`config.mk`:
```
export PLATFORM = sky130hd
export DESIGN_NAME = alarm_bank
export DESIGN_NICKNAME = d
export VERILOG_FILES = /design/src/rtl/alarm_pkg.sv /design/src/rtl/alarm_channel.sv /design/src/rtl/alarm_bank.sv
export SDC_FILE = /design/constraint.sdc
export NUM_CORES = 1
export LEC_CHECK = 0
export CAP_MARGIN = 20
export CELL_PAD_IN_SITES_DETAIL_PLACEMENT = 0
export CELL_PAD_IN_SITES_GLOBAL_PLACEMENT = 2
export CORE_MARGIN = 2
export CORE_UTILIZATION = 35
export DETAILED_ROUTE_END_ITERATION = 6
export PLACE_DENSITY = 0.77
export SYNTH_ARGS = -nofsm -noshare
export SYNTH_HDL_FRONTEND = slang
export SYNTH_SLANG_ARGS = --single-unit
```
`constraint.sdc`:
```
create_clock -name clk_pi -period 5 [get_ports clk_pi]
set_clock_uncertainty 0.05 [all_clocks]
set_input_delay 1 -clock clk_pi [delete_from_list [all_inputs] [get_ports clk_pi]]
set_output_delay 1 -clock clk_pi [all_outputs]
set_load 0.005 [all_outputs]
```
`src/rtl/alarm_pkg.sv`:
```
// Shared types, widths and time-of-day helpers for the alarm bank.
package alarm_pkg;

  localparam int MIN_W            = 6;
  localparam int HR_W             = 4;
  localparam int MINUTES_PER_HOUR = 60;
  localparam int HOURS_PER_CYCLE  = 12;

  typedef enum logic [1:0] {
    IDLE    = 2'd0,
    RINGING = 2'd1,
    SNOOZED = 2'd2
  } alarm_state_e;

  // 12-hour dial step: 12 -> 1, 11 -> 12.
  function automatic logic [HR_W-1:0] next_hour(input logic [HR_W-1:0] h);
    return HR_W'((int'(h) % HOURS_PER_CYCLE) + 1);
  endfunction

  // Minute step with wrap; never carries into the hour.
  function automatic logic [MIN_W-1:0] next_minute(input logic [MIN_W-1:0] m);
    return MIN_W'((int'(m) + 1) % MINUTES_PER_HOUR);
  endfunction

endpackage

```
`src/rtl/alarm_channel.sv`:
```
// One alarm channel: set time, arming, ring/snooze FSM, snooze wake time,
// snooze budget and ring timeout.
module alarm_channel
  import alarm_pkg::*;
#(
  parameter int SNOOZE_MIN     = 5,
  parameter int MAX_SNOOZE     = 3,
  parameter int RING_TIMEOUT_S = 60
) (
  input  logic             clk,
  input  logic             rst,
  input  logic             tick,
  input  logic [MIN_W-1:0] clock_minutes,
  input  logic [HR_W-1:0]  clock_hours,
  input  logic             en,
  input  logic             inc_minute,
  input  logic             inc_hour,
  input  logic             snooze,
  input  logic             dismiss,
  output logic [MIN_W-1:0] set_minutes,
  output logic [HR_W-1:0]  set_hours,
  output logic             ringing,
  output logic             snoozed
);

  localparam int CNT_W  = (MAX_SNOOZE < 1) ? 1 : $clog2(MAX_SNOOZE + 1);
  localparam int RING_W = 8;

  alarm_state_e      state, state_nxt;
  logic              armed;
  logic [CNT_W-1:0]  snooze_cnt;
  logic [RING_W-1:0] ring_cnt;
  logic [MIN_W-1:0]  wake_minutes, snooze_minutes;
  logic [HR_W-1:0]   wake_hours, snooze_hours;
  logic [MIN_W:0]    snooze_sum;
  logic              snooze_wrap;
  logic              at_set, at_wake, snooze_ok, timeout;
  logic              leaving, entering_ring, taking_snooze;

  assign at_set    = (clock_minutes == set_minutes) && (clock_hours == set_hours);
  assign at_wake   = (clock_minutes == wake_minutes) && (clock_hours == wake_hours);
  assign snooze_ok = snooze && (snooze_cnt < CNT_W'(MAX_SNOOZE));
  assign timeout   = tick && (ring_cnt == RING_W'(RING_TIMEOUT_S - 1));

  // Wake time = now + SNOOZE_MIN; a minute wrap advances the 12-hour dial.
  assign snooze_sum     = {1'b0, clock_minutes} + (MIN_W+1)'(SNOOZE_MIN);
  assign snooze_wrap    = snooze_sum >= (MIN_W+1)'(MINUTES_PER_HOUR);
  assign snooze_minutes = MIN_W'(snooze_wrap ? snooze_sum - (MIN_W+1)'(MINUTES_PER_HOUR)
                                             : snooze_sum);
  assign snooze_hours   = snooze_wrap ? next_hour(clock_hours) : clock_hours;

  assign leaving       = (state != IDLE) && (state_nxt != state);
  assign entering_ring = (state_nxt == RINGING) && (state != RINGING);
  assign taking_snooze = (state == RINGING) && (state_nxt == SNOOZED);

  // State register.
  always_ff @(posedge clk or posedge rst) begin
    // NOTE: sequential state uses non-blocking assignments so every flop
    // samples pre-edge values regardless of statement order.
    if (rst) state <= IDLE;
    else     state <= state_nxt;
  end

  // Next-state: disable > dismiss > snooze > timeout > wake/match.
  always_comb begin
    // NOTE: default first so no path through the block leaves state_nxt
    // unassigned, which would infer a latch.
    state_nxt = state;
    if (!en) begin
      state_nxt = IDLE;
    end else begin
      unique case (state)
        IDLE:    if (armed && at_set) state_nxt = RINGING;
        RINGING: begin
          if (dismiss)        state_nxt = IDLE;
          else if (snooze_ok) state_nxt = SNOOZED;
          else if (timeout)   state_nxt = IDLE;
        end
        SNOOZED: begin
          if (dismiss)      state_nxt = IDLE;
          else if (at_wake) state_nxt = RINGING;
        end
        default: state_nxt = IDLE;
      endcase
    end
  end

  // Moore outputs decoded from the state register.
  always_comb begin
    ringing = (state == RINGING);
    snoozed = (state == SNOOZED);
  end

  // Arming, snooze budget, ring counter and latched wake time.
  always_ff @(posedge clk or posedge rst) begin
    // NOTE: every control register is reset so that a reset in mid-episode
    // leaves no stale counts or wake time behind.
    if (rst) begin
      armed        <= 1'b0;
      snooze_cnt   <= '0;
      ring_cnt     <= '0;
      wake_minutes <= '0;
      wake_hours   <= HR_W'(HOURS_PER_CYCLE);
    end else begin
      if (leaving)      armed <= 1'b0;
      else if (!at_set) armed <= 1'b1;

      if (state_nxt == IDLE) snooze_cnt <= '0;
      else if (taking_snooze) snooze_cnt <= snooze_cnt + CNT_W'(1);

      if (entering_ring) ring_cnt <= '0;
      else if ((state == RINGING) && tick) ring_cnt <= ring_cnt + RING_W'(1);

      if (taking_snooze) begin
        wake_minutes <= snooze_minutes;
        wake_hours   <= snooze_hours;
      end
    end
  end

  // Set-time edits; accepted in any state, minute never carries into hour.
  always_ff @(posedge clk or posedge rst) begin
    if (rst) begin
      set_minutes <= '0;
      set_hours   <= HR_W'(HOURS_PER_CYCLE);
    end else begin
      if (inc_minute) set_minutes <= next_minute(set_minutes);
      if (inc_hour)   set_hours   <= next_hour(set_hours);
    end
  end

endmodule

```
`src/rtl/alarm_bank.sv`:
```
// Bank of NUM_ALARMS alarm channels with edit decode, readback mux and a
// registered any-ringing flag.
module alarm_bank
  import alarm_pkg::*;
#(
  parameter int NUM_ALARMS     = 4,
  parameter int SEL_W          = 2,
  parameter int SNOOZE_MIN     = 5,
  parameter int MAX_SNOOZE     = 3,
  parameter int RING_TIMEOUT_S = 60
) (
  input  logic                  clk_pi,
  input  logic                  rst_pi,
  input  logic                  tick_pi,
  input  logic [MIN_W-1:0]      clock_minutes_pi,
  input  logic [HR_W-1:0]       clock_hours_pi,
  input  logic [NUM_ALARMS-1:0] alarm_en_pi,
  input  logic [SEL_W-1:0]      sel_pi,
  input  logic                  inc_minute_pi,
  input  logic                  inc_hour_pi,
  input  logic                  snooze_pi,
  input  logic                  dismiss_pi,
  output logic [MIN_W-1:0]      sel_minutes_po,
  output logic [HR_W-1:0]       sel_hours_po,
  output logic [NUM_ALARMS-1:0] ringing_po,
  output logic [NUM_ALARMS-1:0] snoozed_po,
  output logic                  any_ringing_po
);

  logic [NUM_ALARMS-1:0] edit_minute, edit_hour;
  logic [MIN_W-1:0]      set_minutes [NUM_ALARMS];
  logic [HR_W-1:0]       set_hours   [NUM_ALARMS];

  // Route edit pulses to the selected channel; out-of-range selects hit nothing.
  always_comb begin
    edit_minute = '0;
    edit_hour   = '0;
    for (int i = 0; i < NUM_ALARMS; i++) begin
      edit_minute[i] = inc_minute_pi && (sel_pi == SEL_W'(i));
      edit_hour[i]   = inc_hour_pi   && (sel_pi == SEL_W'(i));
    end
  end

  for (genvar i = 0; i < NUM_ALARMS; i++) begin : g_ch
    alarm_channel #(
      .SNOOZE_MIN    (SNOOZE_MIN),
      .MAX_SNOOZE    (MAX_SNOOZE),
      .RING_TIMEOUT_S(RING_TIMEOUT_S)
    ) u_ch (
      .clk          (clk_pi),
      .rst          (rst_pi),
      .tick         (tick_pi),
      .clock_minutes(clock_minutes_pi),
      .clock_hours  (clock_hours_pi),
      .en           (alarm_en_pi[i]),
      .inc_minute   (edit_minute[i]),
      .inc_hour     (edit_hour[i]),
      .snooze       (snooze_pi),
      .dismiss      (dismiss_pi),
      .set_minutes  (set_minutes[i]),
      .set_hours    (set_hours[i]),
      .ringing      (ringing_po[i]),
      .snoozed      (snoozed_po[i])
    );
  end

  // Readback of the selected channel's set time; zero when sel is out of range.
  always_comb begin
    sel_minutes_po = '0;
    sel_hours_po   = '0;
    for (int i = 0; i < NUM_ALARMS; i++) begin
      if (sel_pi == SEL_W'(i)) begin
        sel_minutes_po = set_minutes[i];
        sel_hours_po   = set_hours[i];
      end
    end
  end

  // Registered summary of all ringing channels for the shared buzzer/LED.
  always_ff @(posedge clk_pi or posedge rst_pi) begin
    if (rst_pi) any_ringing_po <= 1'b0;
    else        any_ringing_po <= |ringing_po;
  end

endmodule
```
Word level (Yosys, flattened, before mapping) --
Index checks and enable logic that the tools add are counted.
Word-level totals: logic and storage cells 249, memories 0, output and inout bits 19, bits in writable memories 0, flip-flop bits (word level) 133, memory bits (read-only) 0, bits in latches 0
Cells by class: $mul 0, shifts and indexed selects 0, reductions and logical operators 66, divide/modulo/power cells 9, bitwise gates (word level) 0, eq/ne operators 51, order comparisons 5, add/subtract/negate cells 19, multiplexer cells 66
Operator list (number):
- $mod A5 B5 Y32 const B | 5
- $mod A32 B7 Y32 const B | 4
- $mux W2 | 36
- $mux W8 | 8
- $eq A6 B6 Y1 | 8
- $logic_and A1 B1 Y1 | 44
- $add A8 B1 Y8 const B | 4
- $eq A4 B4 Y1 | 8
- $eq A8 B6 Y1 const B | 4
- $mux W6 | 5
- $add A6 B1 Y7 const B | 4
- $pmux W2 S3 | 4
- $reduce_bool A2 Y1 | 12
- $add A4 B2 Y4 const B | 5
- $eq A2 B2 Y1 const B | 10
- $mux W4 | 5
- $eq A2 B1 Y1 const B | 9
- $logic_not A2 Y1 | 9
- $add A2 B1 Y2 const B | 4
- $lt A2 B2 Y1 const B | 4
- $mux W1 | 8
- $ne A2 B1 Y1 const B | 4
- $ne A2 B2 Y1 | 4
- $ne A2 B2 Y1 const B | 4
- other kinds (4) | 4

Longest topological paths before layout --
depth after elaboration 11, depth in mapped cells 11, mapped depth without buffers 10

Modules after synthesis --
A second synthesis with hierarchy kept.
Unflattened totals: cells, all modules 995, area total of the unflattened synthesis 9515.4 µm²
Modules (own cells, without submodules):
- alarm_channel (g_ch[0].u_ch ...) | seq. area each 830.8 µm², area an instance 2319.7 µm², instances 3, cells an instance 245
- alarm_channel (g_ch[3].u_ch) | seq. area each 830.8 µm², area an instance 2158.3 µm², instances 1, cells an instance 235
- alarm_bank | seq. area each 25.0 µm², area an instance 397.9 µm², instances 1, cells an instance 25

Worst setup path after synthesis --
OpenSTA, ideal clock, no wires.
path kind input port to output port, start point in sel_pi[1], end point out sel_hours_po[0], setup slack 1.874 ns, stages on the path 3, data required time 3.950 ns, data arrival time 2.076 ns, path through clkbuf_1 > buf_2 > mux4_2
On the way: longest elaborated chain between the ends 5, elaborated cells between the ends (all ways) 8, classes of those cells 3 x eq/ne; 4 x mux; 1 x reduce/logical
RTL lines:
- from (decl) | RTL line alarm_bank.sv:18 | input logic [SEL_W-1:0] sel_pi,
- $logic_not A2 Y1 | RTL line alarm_bank.sv:72 | if (sel_pi == SEL_W'(i)) begin
- $mux W4 (3 in series) | RTL line alarm_bank.sv:72
- $mux W4 * | RTL line alarm_bank.sv:72
- to (decl) | RTL line alarm_bank.sv:24 | output logic [HR_W-1:0] sel_hours_po,
Mark *: on every way between the ends. The rest lies on a longest branch, timed or not.

Final worst setup path --
start point in sel_pi[1], end point out sel_minutes_po[0]
On the way: longest elaborated chain between the ends 5, elaborated cells between the ends (all ways) 8, classes of those cells 3 x eq/ne; 4 x mux; 1 x reduce/logical
RTL lines:
- $logic_not A2 Y1 | RTL line alarm_bank.sv:72
- $mux W6 (3 in series) | RTL line alarm_bank.sv:72
- $mux W6 * | RTL line alarm_bank.sv:72
- to (decl) | RTL line alarm_bank.sv:23 | output logic [MIN_W-1:0] sel_minutes_po,
Marked as above.

==> summary.md <==
| Metric | Value |
|---|---|
| Vias/cell | 5.19 |
| Min Tclk post-route | 4.11 ns |
| Routed WL per cell | 17.3 um |
| CTS tree | yes |
| Crit path max fanout | 13 |
| Power per cell area | 417 nW/um^2 |
| Crit path launch type | primary input |
| Initial antenna violation count | 0 |
| Netlist cell types | 68 |
| Vias | 6154 |
| CTS Hold Buffers Added | 0 |
| Area share of the largest cell type after synthesis | 36.2% |
| Ys Warns | 0 |
| CTS HTree Levels | 4 |
| Synth Register Bits | 133 |
| Syn Inst Count | 867 |
| Maxcap violations | 0 |
| Ratio of cells with drive above 1 in the final layout | 11.7% |
| Clk_lat worst skew | 0.42 ns |
| Post-Place Cells | 1154 |
| # Post-CTS Setup Buffers | 0 |
| Crit end category | output pin |
| Status | finished, final reports clean |
| Ant diodes | 0 |
| CTS Sinks | 133 |
| Comb pwr share | 21.5% |
| Setup violators final | 0 |
| Syn_nets | 915 |
| Gpl congestion | 0.834 |
| Worst-Margin Slew | 0.901 ns |
| Register area share after synthesis | 41.4% |
| CP Class | primary input to output pin |
| Area grow syn2layout | 16.1% |
| Io pins | 42 |
| Asr flop ratio synth | 100% |
| Row cnt | 55 |
| Area leader, netlist | dfrtp_1 |
| Setup TNS | 0 ns |
| Most frequent cells after synthesis | dfrtp_1 (117), nand2_1 (112), xnor2_1 (85), nor2_1 (74), xor2_1 (41) |
| Congestion Overflow GR | 0 |
| Root buffer cell | clkbuf_16 |
| Clock Power Share | 38.0% |
| Drt total wl | 20500 um |
| Most common cell in the netlist | dfrtp_1 |
| Count of TritonRoute iterations in the first routing pass | 5 |
| Relative slew slack | 39.9% |
| Fillers | 2239 |
| Internal | 0.00272 W |
| Mean Syn Cell Area | 9.34 um^2 |
| CP Data Required Time | 3.95 ns |
| Num CTS Buffers | 17 |
| GRT Total Usage | 17.7% |
| Synth Cell Area | 8100 um^2 |
| Clock Pin Slew Worst Setup and Hold Paths | 0.05 ns |
| CP arrival | 3.06 ns |
| P_leak | 3.91 nW |
| Max-slew violation count | 0 |
| Hold crit path type | flop to flop |
| Drt initial violations | 287 |
| Final Hold Vio Count | 0 |
| Top cells by area, synth | dfrtp_1 (36%), xnor2_1 (9.2%), dfstp_2 (5.2%) |
| Die height | 156 um |
| Global-route wire length before repair | 33700 um |
| Unrepaired setup endpoints after global routing | no |
| Number of global-route vias before repair | 6079 |
| Pin count of the biggest net entering global routing | 96 |
| Die area | 24400 um^2 |
| DRC errors left | 0 |
| Main synth FF type | dfrtp_1 |
| Initial core utilization | 35.8% |
| Non-filler instance count after layout | 1186 |
| Final #Nets | 936 |
| Core area | 22600 um^2 |
| EDFF count, synth | 0 |
| Detailed Place HPWL | 14700 um |
| Clk buf depth | 2 |
| Die X | 156 um |
| Final core occ | 41.5% |
| Peak VDD IR | 190 uV |
| IO Port Bufs | 41 |
| Switching power | 0.00121 W |
| CTS resizes | 0 |
| Max Clk Rate | 0.243 GHz |
| Switching share of power | 30.7% |
| Antenna-violating nets left | 0 |
| Sequential share of power | 40.4% |
| Final worst-path cycle share | 82.2% |
[state kept, by name (all words and copies together), names as in the netlist]
| signal | cells |
|---|---|
| g_ch.u_ch.state | 8 |
| g_ch.u_ch.snooze_cnt | 8 |
| g_ch.u_ch.ring_cnt | 32 |
| g_ch.u_ch.wake_hours | 16 |
| g_ch.u_ch.armed | 4 |
| g_ch.u_ch.set_minutes | 24 |
| g_ch.u_ch.set_hours | 16 |
| g_ch.u_ch.wake_minutes | 24 |
| any_ringing_po | 1 |
[layout by cell type (no fill, tap or decap), types with 10 or more instances in the layout]
master             n
a21oi_1           18
a31oi_1           10
and3_1            12
buf_4             15
clkbuf_16         17
clkdlybuf4s50_1   41
dfrtp_1          117
dfstp_2           16
ha_1              25
inv_1             14
mux2_2            16
mux4_2            10
nand2_1          112
nand2b_1          14
nand3_1           29
nand4_1           25
nor2_1            74
nor2b_1           20
nor3_1            11
nor4_1            13
o21ai_0           36
o21ai_1           29
xnor2_1           85
xor2_1            41
[final timing paths]
| path | start | slack, ns | end | cells past startpoint |
|---|---|---|---|---|
| worst max-delay path | sel_pi[1] | 0.89 | sel_minutes_po[0] | 3 |
| worst min-delay path | g_ch[0].u_ch.wake_minutes[1] | 0.45 | g_ch[0].u_ch.wake_minutes[1] | 2 |
| worst max register to register | g_ch[1].u_ch.state[0] | 2.46 | g_ch[1].u_ch.wake_minutes[1] | 4 |
| worst min register to register | g_ch[0].u_ch.wake_minutes[1] | 0.45 | g_ch[0].u_ch.wake_minutes[1] | 2 |
| max in group asynchronous | rst_pi | 2.91 | g_ch[2].u_ch.set_hours[3] | 3 |
| min in group asynchronous | rst_pi | 1.10 | g_ch[3].u_ch.set_hours[0] | 2 |
[logic make-up after synthesis]
kind of cell / count (synthesis) / synth area share [%]
buf+inv: 70 / 4.13
xor+xnor: 126 / 13.6
mux: 31 / 5.69
simple gates: 343 / 20.7
flops: 133 / 41.4
fa+ha+maj: 25 / 3.86
compound gates: 139 / 10.6
[worst max-delay path, stage by stage]
cell	delay, ns
clkdlybuf4s50_1	0.99
mux4_2	0.60
clkdlybuf4s50_1	0.46
[power groups by stage]
| stage | Combinational (W) | Sequential (W) | Clock [W] |
|---|---|---|---|
| 2_1_floorplan | 0.000723 | 0.00141 | 0 |
| 3_3_place_gp | 0.000844 | 0.00161 | 0 |
| 3_5_place_dp | 0.000851 | 0.00160 | 0 |
| 4_1_cts | 0.000854 | 0.00159 | 0.00152 |
| 5_1_grt | 0.000952 | 0.00162 | 0.00157 |
| 6_report | 0.000844 | 0.00159 | 0.00149 |
[cell type report]
type	instances	area [um^2]	area share, %
Sequential cell	133	3350	35.6
Inverter	16	65.1	0.692
Clock inverter	13	253	2.69
Multi-Input combinational cell	664	4410	46.9
Tap cell	285	357	3.79
Clock buffer	19	443	4.71
Timing Repair Buffer	56	523	5.56
[layer usage]
layer | vias to the layer above | global-route usage, % | share of wire [%]
met2 | 109 | 27.7 | 46
li1 | 3046 | - | -
met1 | 2988 | 25.3 | 50
met5 | - | 0 | 0
met4 | 0 | 4.28 | 1.0
met3 | 11 | 3.50 | 3.4
[per-stage QoR]
stage / setup slack [ns] / total power (W) / hold slack (ns) / instance area (um^2)
global placement: 0.876 / 0.00245 / 0.432 / 8710
finish: 0.890 / 0.00392 / 0.445 / 9400
detailed placement: 0.855 / 0.00246 / 0.436 / 8710
CTS: 0.851 / 0.00397 / 0.448 / 9400
floorplan: 0.422 / 0.00214 / 0.415 / 8100
global route: 0.773 / 0.00415 / 0.477 / 9400
Power figures use the tool's default switching activity.
==> RTL edit: new RTL, same flow settings <==
Remove the register `any_ringing_po`: a continuous assignment takes its place, so the output `any_ringing_po` follows one clock earlier.
--- a/src/rtl/alarm_bank.sv
+++ b/src/rtl/alarm_bank.sv
@@ -77,9 +77,6 @@
   end
 
   // Registered summary of all ringing channels for the shared buzzer/LED.
-  always_ff @(posedge clk_pi or posedge rst_pi) begin
-    if (rst_pi) any_ringing_po <= 1'b0;
-    else        any_ringing_po <= |ringing_po;
-  end
+  assign any_ringing_po = |ringing_po;
 
 endmodule
Function: changed (a bounded check fails within 4 cycles, from zero or initial values and one cycle with rst_pi high).
==> RTL edit against the unedited design <==
  * Routed wire length grew 1.7%
  * Sequential share of layout area shrank 0.30 points
  * Area after synthesis grew 1.6%
  * Clock power shrank 15%
  * Core utilization shrank 1.1 points
  * Sequential cell count shrank 1
  * Maximum frequency shrank 0.90%
  * Power shrank 7.5%
  * Cell area is essentially flat
  * Worst setup slack lost 0.038 ns
  * Largest cell class unchanged
  * Largest power group unchanged
==> RTL edit: results (changes against the unedited design) <==
[status]
status=finished clean

[routing]
top_layer_used=met4
wl_met2_um=9913  ; +6.0%
remaining_drc_errors=0  ; unchanged
ant_nets=0  ; unchanged
first_pass_iters=4  ; -1
route.met3.wl_um=535  ; -23%
initialDrtViolationCount=278  ; -3.1%
wl_met1_um=10240  ; +0.22%
post_drt_via_cell_ratio=5.024  ; -3.2%
wl_per_cell_um=16.90  ; -2.1%

[min_path]
hold_start=g_ch[1].u_ch.ring_cnt[7]
min_path_type=flip-flop to flip-flop
holdPathStages=1  ; -1
whs_endpoint=g_ch[1].u_ch.ring_cnt[7]

[logic_synthesis]
synthAdderAreaFrac=0.03804  ; -0.0005937
synth-async-reset-ratio=1.000  ; unchanged
muxShareOfSynthArea=0.05554  ; -0.001330
synth_commonest_cells=131 x nand2_1, 116 x dfrtp_1, 68 x o21ai_0
synth_xor_xnor_area_share=0.1353  ; -0.001030
synth_compound_area_frac=0.1156  ; +0.009476
synth_cell_types=75  ; +10%
yosys-top-cells-area=dfrtp_1 35%, xnor2_1 6.8%, xor2_1 6.7%
netlist_instances=881  ; +1.6%
ys_warn_count=0  ; unchanged
syn_nets=929  ; +1.5%
yosysSeqAreaShare=0.4041  ; -0.009399

[power_and_ir_drop]
ir_worst_vdd_mv=0.2220  ; +17%
leakage_nw=4.035  ; +3.2%

[setup_path]
crit_path_max_fanout=13  ; unchanged
cp-startpoint=sel_pi[1]
critPathSlowestCell=clkdlybuf4s50_1
r2r_cells=6  ; +2
reg2reg_slack_ns=2.44  ; -0.02 ns
slowest_delay_ns=0.97  ; -0.02 ns
r2r_start=g_ch[0].u_ch.set_minutes[3]
r2r_end=g_ch[0].u_ch.ring_cnt[1]
critical_path_arrival_ns=3.10  ; +0.04 ns

[placed_design]
pre_cts_slack_ns=0.8410  ; -0.01400 ns
port-buffer-count=41  ; unchanged
gp_congestion=0.7800  ; -6.5%
hpwl_um=15030  ; +2.6%

[finish]
final_cells=1232  ; +3.9%
layout.nets=948  ; +1.3%
reg_top3=g_ch.u_ch.ring_cnt: 32 flops, g_ch.u_ch.set_minutes: 24 flops, g_ch.u_ch.wake_minutes: 24 flops
nFillCells=2324  ; +3.8%
antennaDiodeCount=0  ; unchanged
layout-drive-gt1-share=0.1172  ; +0.0006589

[grt]
grt_first_pass_wirelength_um=34060  ; +1.1%
first_global_vias=6076  ; -0.049%
grt_max_degree=83  ; -14%
track_usage=0.1787  ; +0.001391
antenna_found_initial=0  ; unchanged

[clock_tree]
htreeDepth=4  ; unchanged
clk_latency_ns=0.42  ; about the same
clkTransAtPathRegs_ns=0.06
cts_setup_buffers=0  ; unchanged
cts-root-buf=clkbuf_16
cts_buffers=17  ; unchanged

[sta]
worst_slew_pin_slew_ns=0.8133  ; -0.08804 ns

-- RTL edit: cells by family after synthesis --
group / count (synthesis)
simple gates: 340
compound gates: 152
flops: 132
xor+xnor: 127
buf+inv: 74
mux: 31
fa+ha+maj: 25
-- RTL edit: critical path: cells and delay by family --
family	cells	cell delay, ns
buf+inv	2	1.44
mux	1	0.66
-- RTL edit: how the worst max path moves through the flow --
stage / to / slack [ns]
2_1_floorplan: g_ch[0].u_ch.armed / 0.45
3_3_place_gp: sel_minutes_po[3] / 0.83
3_5_place_dp: sel_minutes_po[3] / 0.84
4_1_cts: sel_minutes_po[3] / 0.80
5_1_grt: sel_minutes_po[3] / 0.72
6_report: sel_minutes_po[3] / 0.85
-- RTL edit: layout make-up --
class	instances	area (um^2)	share of cell area
clock buffer	20	456.7	0.04852
clock inverter	12	128.9	0.01369
inverter	15	61.31	0.006514
multi-input combinational	675	4497	0.4778
sequential	132	3323	0.3531
tap	319	399.1	0.04241
timing repair buffer	59	545.5	0.05796
-- RTL edit: per-layer routing --
metal	GRT usage	vias to the layer above
met5	0	-
met3	0.03331	9
met4	0.03680	0
met2	0.2963	74
met1	0.2442	3013
li1	-	3094
-- RTL edit: report_power, final --
part	switching [mW]	leakage, nW	internal (mW)
registers	0.321	1.72	1.22
logic	0.392	2.03	0.430
clock network	0.500	0.283	0.761
-- RTL edit: metrics by stage --
| stage | hold WS, ns | instance area (um^2) |
|---|---|---|
| floorplan | 0.3919 | 8223 |
| global placement | 0.4213 | 8826 |
| detailed placement | 0.4179 | 8826 |
| CTS | 0.4302 | 9412 |
| global route | 0.4446 | 9412 |
| finish | 0.4334 | 9412 |
